$ cat src/rtl/rf_wb_arbiter.sv
// Register-file write-back arbiter.
// Three requesters (ALU, MEM, DBG) share one register-file write port through a
// round-robin valid/ready handshake. The winning write is registered into a
// one-cycle commit stage. A pending-write scoreboard flags destination registers
// that decode has reserved but that have not yet been written back.
module rf_wb_arbiter #(
    parameter int unsigned DW = 32,
    parameter int unsigned AW = 5
) (
    input  logic          clk,
    input  logic          rst,
    input  logic [2:0]    req_valid,
    output logic [2:0]    req_ready,
    input  logic [AW-1:0] req_addr0,
    input  logic [AW-1:0] req_addr1,
    input  logic [AW-1:0] req_addr2,
    input  logic [DW-1:0] req_data0,
    input  logic [DW-1:0] req_data1,
    input  logic [DW-1:0] req_data2,
    input  logic          issue_valid,
    input  logic [AW-1:0] issue_addr,
    input  logic [AW-1:0] rs1,
    input  logic [AW-1:0] rs2,
    output logic          busy1,
    output logic          busy2,
    output logic          rf_we,
    output logic [AW-1:0] rf_wa,
    output logic [DW-1:0] rf_wd
);

    localparam int unsigned NREG = 1 << AW;

    logic [1:0]      rr_ptr_q;
    logic [1:0]      rr_ptr_d;
    logic            grant;
    logic [AW-1:0]   sel_addr;
    logic [DW-1:0]   sel_data;
    logic [NREG-1:0] busy_q;
    logic [NREG-1:0] busy_d;

    // Round-robin grant: first valid requester scanning from rr_ptr upward (mod 3).
    always_comb begin
        req_ready = 3'b000;
        case (rr_ptr_q)
            2'd1: begin
                if      (req_valid[1]) req_ready = 3'b010;
                else if (req_valid[2]) req_ready = 3'b100;
                else if (req_valid[0]) req_ready = 3'b001;
            end
            2'd2: begin
                if      (req_valid[2]) req_ready = 3'b100;
                else if (req_valid[0]) req_ready = 3'b001;
                else if (req_valid[1]) req_ready = 3'b010;
            end
            // Encoding 3 is unreachable; treat it like 0.
            default: begin
                if      (req_valid[0]) req_ready = 3'b001;
                else if (req_valid[1]) req_ready = 3'b010;
                else if (req_valid[2]) req_ready = 3'b100;
            end
        endcase
    end

    assign grant = |req_ready;

    // Select the granted requester's address/data and the following pointer value.
    always_comb begin
        sel_addr = req_addr0;
        sel_data = req_data0;
        rr_ptr_d = rr_ptr_q;
        if (req_ready[0]) begin
            rr_ptr_d = 2'd1;
        end else if (req_ready[1]) begin
            sel_addr = req_addr1;
            sel_data = req_data1;
            rr_ptr_d = 2'd2;
        end else if (req_ready[2]) begin
            sel_addr = req_addr2;
            sel_data = req_data2;
            rr_ptr_d = 2'd0;
        end
    end

    // Round-robin pointer; holds when nothing is granted.
    always_ff @(posedge clk or posedge rst) begin
        if (rst) begin
            rr_ptr_q <= 2'd0;
        end else begin
            rr_ptr_q <= rr_ptr_d;
        end
    end

    // Commit stage: x0 writes are accepted but never raise rf_we.
    always_ff @(posedge clk or posedge rst) begin
        if (rst) begin
            rf_we <= 1'b0;
            rf_wa <= '0;
            rf_wd <= '0;
        end else if (grant) begin
            rf_we <= (sel_addr != '0);
            rf_wa <= sel_addr;
            rf_wd <= sel_data;
        end else begin
            rf_we <= 1'b0;
        end
    end

    // Scoreboard next state: clear on commit, then set on issue so a newer reservation wins.
    always_comb begin
        busy_d = busy_q;
        if (rf_we) begin
            busy_d[rf_wa] = 1'b0;
        end
        if (issue_valid && (issue_addr != '0)) begin
            busy_d[issue_addr] = 1'b1;
        end
        busy_d[0] = 1'b0;
    end

    // Scoreboard state.
    always_ff @(posedge clk or posedge rst) begin
        if (rst) begin
            busy_q <= '0;
        end else begin
            busy_q <= busy_d;
        end
    end

    // No bypass: lookups reflect the registered scoreboard only.
    assign busy1 = busy_q[rs1];
    assign busy2 = busy_q[rs2];

endmodule

$ cat config.mk
export PLATFORM = sky130hd
export DESIGN_NAME = rf_wb_arbiter
export DESIGN_NICKNAME = d
export VERILOG_FILES = /design/src/rtl/rf_wb_arbiter.sv
export SDC_FILE = /design/constraint.sdc
export NUM_CORES = 1
export LEC_CHECK = 0
export ABC_AREA = 1
export BUFFER_PORTS_ARGS = -buffer_cell sky130_fd_sc_hd__buf_2
export CAP_MARGIN = 30
export CORE_AREA = 3 3 140 74
export CTS_BUF_LIST = sky130_fd_sc_hd__clkbuf_8
export CTS_CLUSTER_SIZE = 10
export DETAILED_ROUTE_END_ITERATION = 7
export DIE_AREA = 0 0 143 77
export PLACE_DENSITY = 0.78
export RECOVER_POWER = 100
export SETUP_SLACK_MARGIN = 0.02
export SYNTH_ARGS = -nofsm -noshare
export SYNTH_HDL_FRONTEND = slang
export SYNTH_SLANG_ARGS = --single-unit
$ cat constraint.sdc
create_clock -name clk -period 1.7 [get_ports clk]
set_input_delay 0 -clock clk [delete_from_list [all_inputs] [get_ports clk]]
set_output_delay 0 -clock clk [all_outputs]
set_load 0.03 [all_outputs]
# Word-level counts from Yosys, hierarchy flattened
# Index checks and enable logic that the tools add are counted.
# Widths: inputs -> output; s select.
[op_classes]
n_lt_le_gt_ge = 6
eq_ne = 2
mux = 30
n_bitwise = 3
n_reduce_logical = 7
[op_table]
columns = ["operator", "count"]
rows = [
  ["$mux 32", 5],
  ["$and 32x32->32", 1],
  ["$not 32->32", 1],
  ["$or 32x32->32", 1],
  ["$lt 5x6->1 const B", 4],
  ["$mux 3", 6],
  ["$mux 5", 3],
  ["$bmux 1 s5", 2],
  ["$demux 1 s5", 2],
  ["$ge 5x1->1 const B", 2],
  ["$mux 2", 5],
  ["$reduce_bool 5->1", 2],
  ["$mux 1", 6],
  ["$pmux 3 s2", 1],
  ["$logic_and 1x1->1", 3],
  ["$reduce_bool 3->1", 1],
  ["$reduce_or 3->1", 1],
  ["$eq 2x1->1 const B", 1],
  ["$eq 2x2->1 const B", 1],
]
[word_totals]
regBits = 71
in_bits = 132
out_inout_bits = 43
wordCells = 53

# Depth between registers and ports, before layout
# Gate-level depths: netlist (run 1).
[logic_depth]
word_depth = 9
mapped_depth = 14
ltp_nobuf = 14

# Worst setup path after synthesis (run 1)
# OpenSTA, ideal clock, no wires.
[synth_path]
path_type = "register -> register"
startpoint = "register rr_ptr_q[0]"
endpoint = "register rf_we"
setup_time_ns = 0.120
t_arrival_ns = 1.728
t_required_ns = 1.580
setup_slack_ns = -0.148
stages_incl_launch_ff = 15
path_buffers = 0
synth_period_minus_slack_ns = 1.848
path_cell_list = "dfrtp_1 inv_1 ha_1 inv_2 nand2_1 nand2_1 nand2_1 nand2_4 inv_1 nand3_1 nand2_1 nor2_1 nand3_1 nor2_1 nor2_1"
[synth_via]
elab_cells_between_ends = 9
cone_classes = "2 x eq/ne; 5 x mux; 2 x reduce/logical"
[synth_lines]
columns = ["item", "line", "text"]
rows = [
  ["start, declared", "33", "logic [1:0] rr_ptr_q;"],
  ["start signal, assigned", "89", "rr_ptr_q <= rr_ptr_d;"],
  ["$eq 2x2->1 / $eq 2x1->1 (equally long branches)", "44", "case (rr_ptr_q)"],
  ["$pmux 3 s2 (*)", "44", ""],
  ["net req_ready[1]", "13", "output logic [2:0] req_ready,"],
  ["$mux 5", "73", "end else if (req_ready[1]) begin"],
  ["$mux 5", "71", "if (req_ready[0]) begin"],
  ["$reduce_bool 5->1", "100", "rf_we <= (sel_addr != '0);"],
  ["$mux 1 (*)", "99", "end else if (grant) begin"],
  ["end signal, assigned", "100", ""],
  ["end, declared", "26", "output logic rf_we,"],
]
# Mark *: on every way through the listed nets, which the timed path passes. The rest lies on a longest branch.
# A chain may end at the register's enable or synchronous reset.

# Worst setup path after layout (run 1)
[layout_path]
startpoint = "register rr_ptr_q[1]"
endpoint = "register rf_we"
[layout_via]
elab_chain_cells = 7
elab_cells_between_ends = 9
cone_classes = "2 x eq/ne; 5 x mux; 2 x reduce/logical"
[layout_rtl]
columns = ["item", "line", "text"]
rows = [
  ["$eq 2x2->1 / $eq 2x1->1 (equally long branches)", "44", ""],
  ["$pmux 3 s2 (*)", "44", ""],
  ["$mux 5", "77", "end else if (req_ready[2]) begin"],
  ["$mux 5", "73", ""],
  ["$mux 5", "71", ""],
  ["$reduce_bool 5->1", "100", ""],
  ["$mux 1 (*)", "99", ""],
]
# Every way passes the cells marked *; elsewhere a longest branch is shown, timed or not.

==> metrics.md, run 1 <==
| Metric | Value |
|---|---|
| Maximum root-to-sink buffer count | 2 |
| PwrDens | 2040 nW/um2 |
| Grt ovf | 0 |
| Worst Max-Slew Pin Slew | 0.990 ns |
| Placement Setup Slack | -0.149 ns |
| H-Tree Depth | 3 |
| Startpoint types | flop |
| Worst reg2reg startpoint | rr_ptr_q[1] |
| Worst Hold Class | primary input to flop |
| Final std cells w/o fill | 987 |
| Post-Syn Instances | 560 |
| Setup violations, final | 42 |
| IO Count | 175 |
| Max IR drop VDD | 1.19 mV |
| Max-Cap Viols | 0 |
| Layout cells sized above 1 | 0.340 |
| Max-slew headroom | 0.340 |
| Synth Area per Inst | 7.42 um2 |
| Placement row count | 25 |
| #FFs+latches synth | 71 |
| Final Cycle Share | 1.23 |
| Final number of hold-violating endpoints | 0 |
| Status | finished with violations |
| Critical-path top delay cell | dfrtp_1 |
| Crit path from | rr_ptr_q[1] |
| Post-Synthesis Cell Area | 4160 um2 |
| Syn nets | 694 |
| Max frequency | 478 MHz |
| Total power | 14.3 mW |
| Setup crit end | rf_we |
| Die Height | 77 um |
| Cells along the critical path | ha_4 > inv_4 > buf_4 > a21oi_4 > nor2_4 > nand2_2 > nand2_1 > nor2_2 > nand3_1 > nor2_1 > nor2_1 |
| Post-synthesis sequential area ratio | 0.427 |
| DRT Wirelength | 21.2 mm |
| Failing checks | negative setup slack |
| Final Max Tran Viols | 0 |
| Critical path class | flop to flop |
| Crit end category | flop |
| CTS clk-pin slew, worst paths | 0.07 ns |
| Initial antenna violation count | 4 |
| R2R setup slack | -0.39 ns |
| Critical path arrival | 2.34 ns |
| DR DRC count | 0 |
| Most common cell on crit path | nor2_1 |
| Tmin final | 2.09 ns |
| CTS tree | done |
| DP Cell Count | 859 |
| Drt wl/cell | 21.5 um |
| Crit Path Max Fanout | 5 |
| Routability cong. | 0.884 |
| Worst r2r path cells | 11 |
| TritonCTS Buffers | 9 |
| Initial Util | 0.448 |
| Die width | 143 um |
| Clock root buffer | clkbuf_8 |
| Drt first pass iters | 5 |
| Avg Vias per Cell | 6.05 |
| Via count | 5976 |
| RSZ-0062 raised after global routing | true |
| Worst reg2reg endpoint | rf_we |
| Setup Skew | 0.00888 ns |
| Post-route ant nets | 0 |
| First-pass GRT wire length | 29.6 mm |
| CTS Sinks | 71 |
| Overall Global Routing Usage | 0.340 |
| Nets@finish | 992 |
| Drt first-iter violations | 610 |
| CP Data Required Time | 1.95 ns |
| Largest net degree at the start of global routing | 72 |
| Synth Warn # | 0 |
| Worst-Skew Late Latency | 0.36 ns |
| LEAKAGE | 3.15 nW |
| Most frequent cells in the layout | 130 x buf_2, 115 x o21ai_0, 94 x dlygate4sd3_1 |
| Final worst slack | -0.393 ns |
| Slowest cell delay on critical path | 0.45 ns |
| Core area | 9290 um2 |
| Commonest non-fill, non-tap cell in the layout | buf_2 |
| Count of cell types in the netlist | 25 |
| Hpwl dp | 9.80 mm |
| Number of port buffers | 174 |
| Full die area | 11000 um2 |
| Synthesis-to-finish area growth | 69.0% |
| Vias in the first global route | 5827 |
[power by group]
part           total [mW]  internal (mW)  switching, mW  leakage (nW)
logic                9.59           3.64           5.95          2.24
clock network        1.33          0.699          0.635         0.105
registers            3.42           2.59          0.827         0.808
total                14.3           6.93           7.41          3.15
[synth_stat cells]
cell type  number  area (um2)
buf_4           1        7.51
o211ai_1        3        22.5
nor2_4          2        22.5
o21ai_0       142         711
buf_2          13        65.1
buf_6           3        33.8
a41oi_2         5        81.3
clkbuf_2        1        5.00
nand3_1        54         270
nor2_1         65         244
inv_1          47         176
o221ai_1        4        35.0
inv_2           7        26.3
nand2_1        93         349
a21oi_4         2        32.5
a31oi_1        14        87.6
ha_1            2        25.0
clkbuf_1        4        15.0
a21oi_1         3        15.0
nand2_4         3        33.8
o21ai_1         7        35.0
dfrtp_1        71        1780
nand4_1         1        6.26
o22ai_1        10        62.6
nand2_2         3        18.8
[registers in the layout, indices dropped and copies added (netlist names)]
signal,cells
rf_wa,5
rf_wd,32
busy_q,31
rf_we,1
rr_ptr_q,2
[how the worst min path moves through the flow]
stage | from | end | slack, ns | cells after the start
floorplan | req_data0[31] | rf_wd[31] | 0.15 | 2
global placement | rst | rf_wd[3] | 0.13 | 3
detailed placement | rst | busy_q[6] | 0.14 | 3
CTS | req_data2[9] | rf_wd[9] | 0.002 | 3
global route | req_data2[9] | rf_wd[9] | 0.06 | 3
finish | issue_addr[4] | busy_q[17] | 0.05 | 3
[layout make-up]
type / instances / area, um2
inverters: 54 / 221
well taps: 121 / 151
multi-input cells: 413 / 2390
diodes: 4 / 10.0
repair buffers: 309 / 2290
fillers: 625 / 2260
clock inverters: 5 / 51.3
clock buffers: 10 / 138
flip-flops and latches: 71 / 1780
[metrics by stage]
stage | setup TNS, ns | hold WS (ns) | util | cell area (um2)
CTS | -2.73 | 0.00201 | 0.734 | 6820
finish | -11.90 | 0.0516 | 0.756 | 7030
global route | -14.70 | 0.0600 | 0.756 | 7030
global placement | -1.95 | 0.132 | 0.574 | 5330
detailed placement | -4.40 | 0.144 | 0.574 | 5330
floorplan | -2.67 | 0.146 | - | 4170
[critical path, delay by kind of cell (launching register included)]
family	cells	cell delay [ns]
buffers and inverters	2	0.20
DFF	1	0.45
AOI/OAI and AO/OA	1	0.30
and+or+nand+nor	7	0.71
adders and majority gates	1	0.34
[cell families (layout without fill, tap and decap cells)]
group / after synthesis / after routing / synth area share
adders and majority gates: 2 / 2 / 0.00602
AOI/OAI and AO/OA: 190 / 190 / 0.260
buffers and inverters: 76 / 378 / 0.0791
and+or+nand+nor: 221 / 221 / 0.227
DFF: 71 / 71 / 0.427
other: 0 / 4 / 0
[layer usage]
layer	global-route usage	wire length (um)
met1	0.404	7580
met2	0.550	9620
met3	0.0916	2310
met4	0.212	1700
met5	0	0
[timing repair]
item                                    CTS  global route
buffers inserted                          7             3
endpoints found under the hold margin   103             0
cloned                                    3             2
endpoints found under the setup margin   43            44
hold buffers                             94             0
pin swaps                                18            35
resized for setup                        72            73
No activity file was read; power rests on OpenSTA's default activity.
==> run 2: changes to the inputs <==
--- a/config.mk
+++ b/config.mk
@@ -5,15 +5,14 @@
 export SDC_FILE = /design/constraint.sdc
 export NUM_CORES = 1
 export LEC_CHECK = 0
-export ABC_AREA = 1
 export BUFFER_PORTS_ARGS = -buffer_cell sky130_fd_sc_hd__buf_2
 export CAP_MARGIN = 30
-export CORE_AREA = 3 3 140 74
+export CORE_AREA = 3 3 137 73
 export CTS_BUF_LIST = sky130_fd_sc_hd__clkbuf_8
 export CTS_CLUSTER_SIZE = 10
 export DETAILED_ROUTE_END_ITERATION = 7
-export DIE_AREA = 0 0 143 77
-export PLACE_DENSITY = 0.78
+export DIE_AREA = 0 0 140 76
+export PLACE_DENSITY = 0.77
 export RECOVER_POWER = 100
 export SETUP_SLACK_MARGIN = 0.02
 export SYNTH_ARGS = -nofsm -noshare
==> run 2 against run 1 <==
  * The flow still finishes with violations (negative setup slack)
  * Cell count down 15%
  * Synthesized cell count down 31%
  * First-iteration DRC count up 59%
  * Clock skew up 0.0045 ns
  * Routed wire length up 15%
  * Utilization up 7.4 points
  * Via count down 3.0%
  * Worst setup slack worse by 0.35 ns
  * Total power up 11%
  * Global-route usage up 1.8 points
  * Clock-buffer cell count unchanged
  * Highest routed layer unchanged
==> metrics.md, run 2 <==
| Metric | Value |
|---|---|
| Count of cell types in the netlist | 32 |
| Critical-path top delay cell | a222oi_1 |
| Syn nets | 523 |
| Final worst slack | -0.742 ns |
| Slowest cell delay on critical path | 0.57 ns |
| Hold Worst Slack | 0.0173 ns |
| CP Data Required Time | 1.91 ns |
| Commonest non-fill, non-tap cell in the layout | buf_2 |
| Maximum root-to-sink buffer count | 2 |
| Top flop regs | rf_wd: 32 flops, busy_q: 31 flops, rf_wa: 5 flops |
| PwrDens | 2210 nW/um2 |
| Area contributors post-synth | dfrtp_1 46%, o21ai_0 12%, mux4_2 11% |
| Count leader, synth | o21ai_0 |
| TritonCTS Buffers | 9 |
| Drt first-iter violations | 970 |
| Failing checks | negative setup slack |
| Via count | 5796 |
| Critical path arrival | 2.65 ns |
| Full die area | 10600 um2 |
| Overall Global Routing Usage | 0.358 |
| Number of port buffers | 174 |
| Clock root buffer | clkbuf_8 |
| Setup violations, final | 45 |
| Top post-synthesis cells by count | 92 x o21ai_0, 71 x dfrtp_1, 42 x nor2_1 |
| DR DRC count | 0 |
| Crit Path Max Fanout | 7 |
| Post-Synthesis Cell Area | 3840 um2 |
| IO Count | 175 |
| Crit end category | flop |
| Initial antenna violation count | 4 |
| Placement row count | 24 |
| Synth top area share | 0.462 |
| Initial Util | 0.441 |
| Setup Skew | 0.0134 ns |
| Synthesis-to-finish area growth | 88.1% |
| Largest register FFs | 32 |
| RSZ-0062 raised after global routing | true |
| Max-Cap Viols | 0 |
| Post-synthesis sequential area ratio | 0.462 |
| Core area | 8710 um2 |
| Die Height | 76 um |
| Status | finished with violations |
| DRT Wirelength | 24.3 mm |
| Largest net degree at the start of global routing | 31 |
| Hpwl dp | 9.67 mm |
| Post-synth EDFFs | 0 |
| CTS tree | done |
| Synth Area per Inst | 9.88 um2 |
| Total power | 16.0 mW |
| Routability cong. | 0.868 |
| Grt ovf | 0 |
| H-Tree Depth | 3 |
| Final number of hold-violating endpoints | 0 |
| Cells along the critical path | buf_6 > inv_4 > ha_4 > buf_6 > nor2_4 > nand3b_1 > nand2_4 > a222oi_1 > a41oi_1 |
| Critical path class | flop to flop |
| Async SR Flop Fraction | 1.00 |
| Most common cell on crit path | buf_6 |
| CTS clk-pin slew, worst paths | 0.08 ns |
| Die width | 140 um |
| Drt first pass iters | 7 |
| LEAKAGE | 2.98 nW |
| Top FF cell, synth | dfrtp_1 |
| Max IR drop VDD | 1.26 mV |
| Post-Syn Instances | 389 |
| Drt wl/cell | 29.1 um |
| Final Max Tran Viols | 0 |
| CTS Sinks | 71 |
| Final Cycle Share | 1.44 |
| Post-route ant nets | 0 |
| #FFs+latches synth | 71 |
| Worst-Skew Late Latency | 0.39 ns |
| Max frequency | 409 MHz |
| Max-slew headroom | 0.0915 |
| Avg Vias per Cell | 6.93 |
| Yosys top cell by area | dfrtp_1 |
| Vias in the first global route | 5552 |
| First-pass GRT wire length | 30.1 mm |
| Worst Hold Class | primary input to flop |
| Biggest register | rf_wd |
| Layout cells sized above 1 | 0.482 |
| Worst Max-Slew Pin Slew | 1.36 ns |
| Most frequent cells in the layout | 131 x buf_2, 101 x dlygate4sd3_1, 71 x dfrtp_1 |
| Nets@finish | 842 |
| Synth Warn # | 0 |
| Tmin final | 2.44 ns |
| Startpoint types | flop |
-- run 2: cell count changes after synthesis, sizes merged, moves of 11 or more --
cell    delta
a21oi     +32
a22oi     +27
a31oi     -14
clkbuf    +11
inv       -48
mux4      +18
nand2     -87
nand3     -49
nand3b    +11
nor2      -25
o21ai     -56
-- run 2: final timing paths --
path	start	to	slack (ns)	cells after the start
min reg2reg	busy_q[5]	busy_q[5]	0.54	2
min	issue_addr[4]	busy_q[19]	0.02	3
max reg2reg	rr_ptr_q[1]	rf_we	-0.74	9
max in group asynchronous	rst	rf_wd[1]	0.23	4
min in group asynchronous	rst	rf_wd[25]	0.49	3
max	rr_ptr_q[1]	rf_we	-0.74	9
-- run 2: report_power, final --
group          total (mW)  switching [mW]  internal [mW]  leakage [nW]
Sequential           3.55           0.965           2.58         0.806
Combinational        11.2            6.47           4.69          2.08
Clock                1.29           0.736          0.549        0.0891
-- run 2: cell type report --
cell class                      instances  area (um2)
Antenna cell                            7        17.5
Clock buffer                           10         138
Clock inverter                          5        26.3
Fill cell                             417        1480
Inverter                                6        31.3
Multi-Input combinational cell        287        2510
Sequential cell                        71        1780
Tap cell                              117         146
Timing Repair Buffer                  333        2580
-- run 2: logic make-up (layout without fill, tap and decap cells) --
group           Yosys count  count (layout)  share of synthesized area
compound gates          176             176                      0.266
simple gates             85              85                      0.109
flops                    71              71                      0.462
buf+inv                  31             354                     0.0332
mux                      24              24                      0.123
fa+ha+maj                 2               2                    0.00651
other cells               0               7                          0
-- run 2: timing repair --
action                                  CTS  global route
hold buffers                            101             0
cloned                                    6             0
pin swaps                                38            15
buffers inserted                         13             8
gates resized for setup                 148            59
endpoints found under the hold margin    61             0
endpoints found under the setup margin   45            45
-- run 2: layer usage --
metal,global-route usage,wire [um],vias up
li1,-,-,2137
met1,0.425,7800,2721
met2,0.581,10600,691
met3,0.0897,3490,247
met4,0.240,2510,0
met5,0,0,-
-- run 2: critical path, delay by kind of cell, from the launching register on --
family	cells	cell delay, ns
flops	1	0.44
compound gates	2	0.78
simple gates	3	0.58
buf+inv	3	0.31
fa+ha+maj	1	0.15
-- run 2: metrics by stage --
stage | util | std cells | TNS [ns] | worst slack [ns] | instance area (um2)
6_report | 0.830 | 836 | -21.69 | -0.742 | 7230
5_1_grt | 0.829 | 833 | -21.51 | -0.692 | 7220
4_1_cts | 0.804 | 822 | -9.81 | -0.483 | 7000
3_5_place_dp | 0.586 | 688 | -11.56 | -0.376 | 5100
3_3_place_gp | 0.586 | 688 | -9.54 | -0.319 | 5100
2_1_floorplan | - | 389 | -3.47 | -0.209 | 3920
==> run 3: changes to the inputs <==
--- a/config.mk
+++ b/config.mk
@@ -7,12 +7,12 @@
 export LEC_CHECK = 0
 export BUFFER_PORTS_ARGS = -buffer_cell sky130_fd_sc_hd__buf_2
 export CAP_MARGIN = 30
-export CORE_AREA = 3 3 137 73
+export CORE_AREA = 3 3 71 139
 export CTS_BUF_LIST = sky130_fd_sc_hd__clkbuf_8
 export CTS_CLUSTER_SIZE = 10
 export DETAILED_ROUTE_END_ITERATION = 7
-export DIE_AREA = 0 0 140 76
-export PLACE_DENSITY = 0.77
+export DIE_AREA = 0 0 74 142
+export PLACE_DENSITY = 0.76
 export RECOVER_POWER = 100
 export SETUP_SLACK_MARGIN = 0.02
 export SYNTH_ARGS = -nofsm -noshare
==> run 3 against run 2 <==
  * The run still ends with negative setup slack left
  * Hold slack gained 0.064 ns
  * Register-to-register slack better by 0.19 ns
  * Sequential share of layout area increased by 0.52 points
  * Total power decreased by 5.3%
  * Die area decreased by 1.2%
  * Worst setup slack improved by 0.19 ns
  * Maximum frequency increased by 8.4%
  * Critical path type unchanged
  * Largest cell class unchanged
  * Largest power group unchanged
  * Highest routed layer unchanged
==> metrics.md, run 3 (synthesized netlist as in run 2, its figures left out) <==
| Metric | Value |
|---|---|
| Post-route ant nets | 0 |
| Nets@finish | 846 |
| Die Height | 142 um |
| Avg Vias per Cell | 6.74 |
| CTS clk-pin slew, worst paths | 0.09 ns |
| CP Data Required Time | 1.94 ns |
| Setup violations, final | 45 |
| Placed cell area | 5080 um2 |
| Multi-input logic area | 2310 um2 |
| Layout cells sized above 1 | 0.445 |
| Full die area | 10500 um2 |
| Synthesis-to-finish area growth | 84.2% |
| Worst path bufs/invs | 6 |
| Largest net degree at the start of global routing | 72 |
| Worst-Skew Late Latency | 0.36 ns |
| First-pass GRT wire length | 29.3 mm |
| Initial antenna violation count | 0 |
| Biggest register | rf_wd |
| Final number of hold-violating endpoints | 0 |
| Routability cong. | 0.907 |
| Placement Setup Slack | -0.455 ns |
| Most common cell on crit path | buf_12 |
| Top sig layer | met4 |
| Commonest non-fill, non-tap cell in the layout | buf_2 |
| Status | finished with violations |
| Core area | 9010 um2 |
| Met2 Routed Length | 10.7 mm |
| Maximum root-to-sink buffer count | 2 |
| Critical path arrival | 2.50 ns |
| Filler Cell Count | 496 |
| DRT Wirelength | 23.0 mm |
| Slowest cell delay on critical path | 0.43 ns |
| Top flop regs | rf_wd: 32 flops, busy_q: 31 flops, rf_wa: 5 flops |
| Total power | 15.1 mW |
| DR DRC count | 0 |
| LEAKAGE | 2.98 nW |
| Crit Path Max Fanout | 8 |
| Worst Hold Class | primary input to flop |
| Max IR drop VDD | 1.33 mV |
| Placement row count | 49 |
| N_diodes | 0 |
| Register area | 1780 um2 |
| Final Cycle Share | 1.33 |
| Largest register FFs | 32 |
| Final Cell Area | 7080 um2 |
| Startpoint types | flop |
| Initial Util | 0.426 |
| Critical path class | flop to flop |
| Overall Global Routing Usage | 0.374 |
| Via count | 5520 |
| Drt first-iter violations | 729 |
| Met1 Wirelength | 6.96 mm |
| Final worst slack | -0.553 ns |
| Tmin final | 2.25 ns |
| Wire length on met3 | 3.00 mm |
| Worst path top cell family by delay | buffers and inverters |
| Setup Skew | 0.0201 ns |
| Cells along the critical path | buf_6 > inv_4 > ha_4 > buf_12 > nor2_4 > nand2_1 > and3_4 > buf_12 > buf_12 > buf_12 > a22oi_2 > a21oi_2 |
| Failing checks | negative setup slack |
| Max-slew headroom | 0.336 |
| PwrDens | 2140 nW/um2 |
| Most frequent cells in the layout | 130 x buf_2, 99 x dlygate4sd3_1, 77 x o21ai_0 |
| Worst Max-Slew Pin Slew | 0.997 ns |
| CTS Sinks | 71 |
| Max frequency | 444 MHz |
| H-Tree Depth | 3 |
| IO Count | 175 |
| Number of port buffers | 174 |
| Max-Cap Viols | 0 |
| Vias in the first global route | 5463 |
| Die width | 74 um |
| Final Max Tran Viols | 0 |
| Critical-path top delay cell | dfrtp_1 |
| Hpwl dp | 10.3 mm |
| CTS tree | done |
| Drt first pass iters | 7 |
| Drt wl/cell | 28.1 um |
| Grt ovf | 0 |
| Crit end category | flop |
| Clock root buffer | clkbuf_8 |
| RSZ-0062 raised after global routing | true |
| Hold Worst Slack | 0.0813 ns |
| TritonCTS Buffers | 9 |
## run 3: final timing paths
check,startpoint,endpoint,slack (ns),cells past startpoint
setup reg to reg,rr_ptr_q[1],rf_wd[4],-0.55,12
hold reg to reg,busy_q[10],busy_q[10],0.54,2
hold / removal,issue_addr[3],busy_q[10],0.08,3
max in group asynchronous,rst,busy_q[15],0.50,4
setup / recovery,rr_ptr_q[1],rf_wd[4],-0.55,12
min in group asynchronous,rst,rf_wd[13],0.51,4
## run 3: repair_timing
action | in CTS | in global routing
resized for setup | 70 | 77
buffers inserted | 9 | 20
hold endpoints to repair | 106 | 0
pin swaps | 51 | 40
gates cloned | 0 | 8
endpoints found under the setup margin | 45 | 45
hold buffers | 99 | 0
## run 3: stage by stage
| step | setup TNS, ns | std cells | utilization |
|---|---|---|---|
| 6_report | -19.78 | 819 | 0.785 |
| 5_1_grt | -22.19 | 819 | 0.785 |
| 4_1_cts | -6.80 | 794 | 0.733 |
| 3_5_place_dp | -10.53 | 670 | 0.564 |
| 3_3_place_gp | -7.46 | 670 | 0.564 |
| 2_1_floorplan | -3.47 | 389 | - |
## run 3: layer usage
metal	up-vias	global-route usage
li1	2129	-
met1	2523	0.420
met2	657	0.603
met3	211	0.0962
met4	0	0.257
met5	-	0
## run 3: tightest hold or removal path, delay by kind of cell
family | cells | cell delay (ns)
buffers and inverters | 1 | 0.16
AOI/OAI and AO/OA | 1 | 0.09
and+or+nand+nor | 1 | 0.13
## run 3: power breakdown
group	switching (mW)	internal [mW]
sequential	0.876	2.58
combinational	5.90	4.33
clock	0.707	0.756
## run 3: layout make-up
class                      count  area share
multi-input combinational    288       0.327
inverter                       6     0.00442
sequential                    71       0.251
tap                          102      0.0180
clock inverter                 5     0.00796
timing repair buffer         336       0.370
clock buffer                  11      0.0214
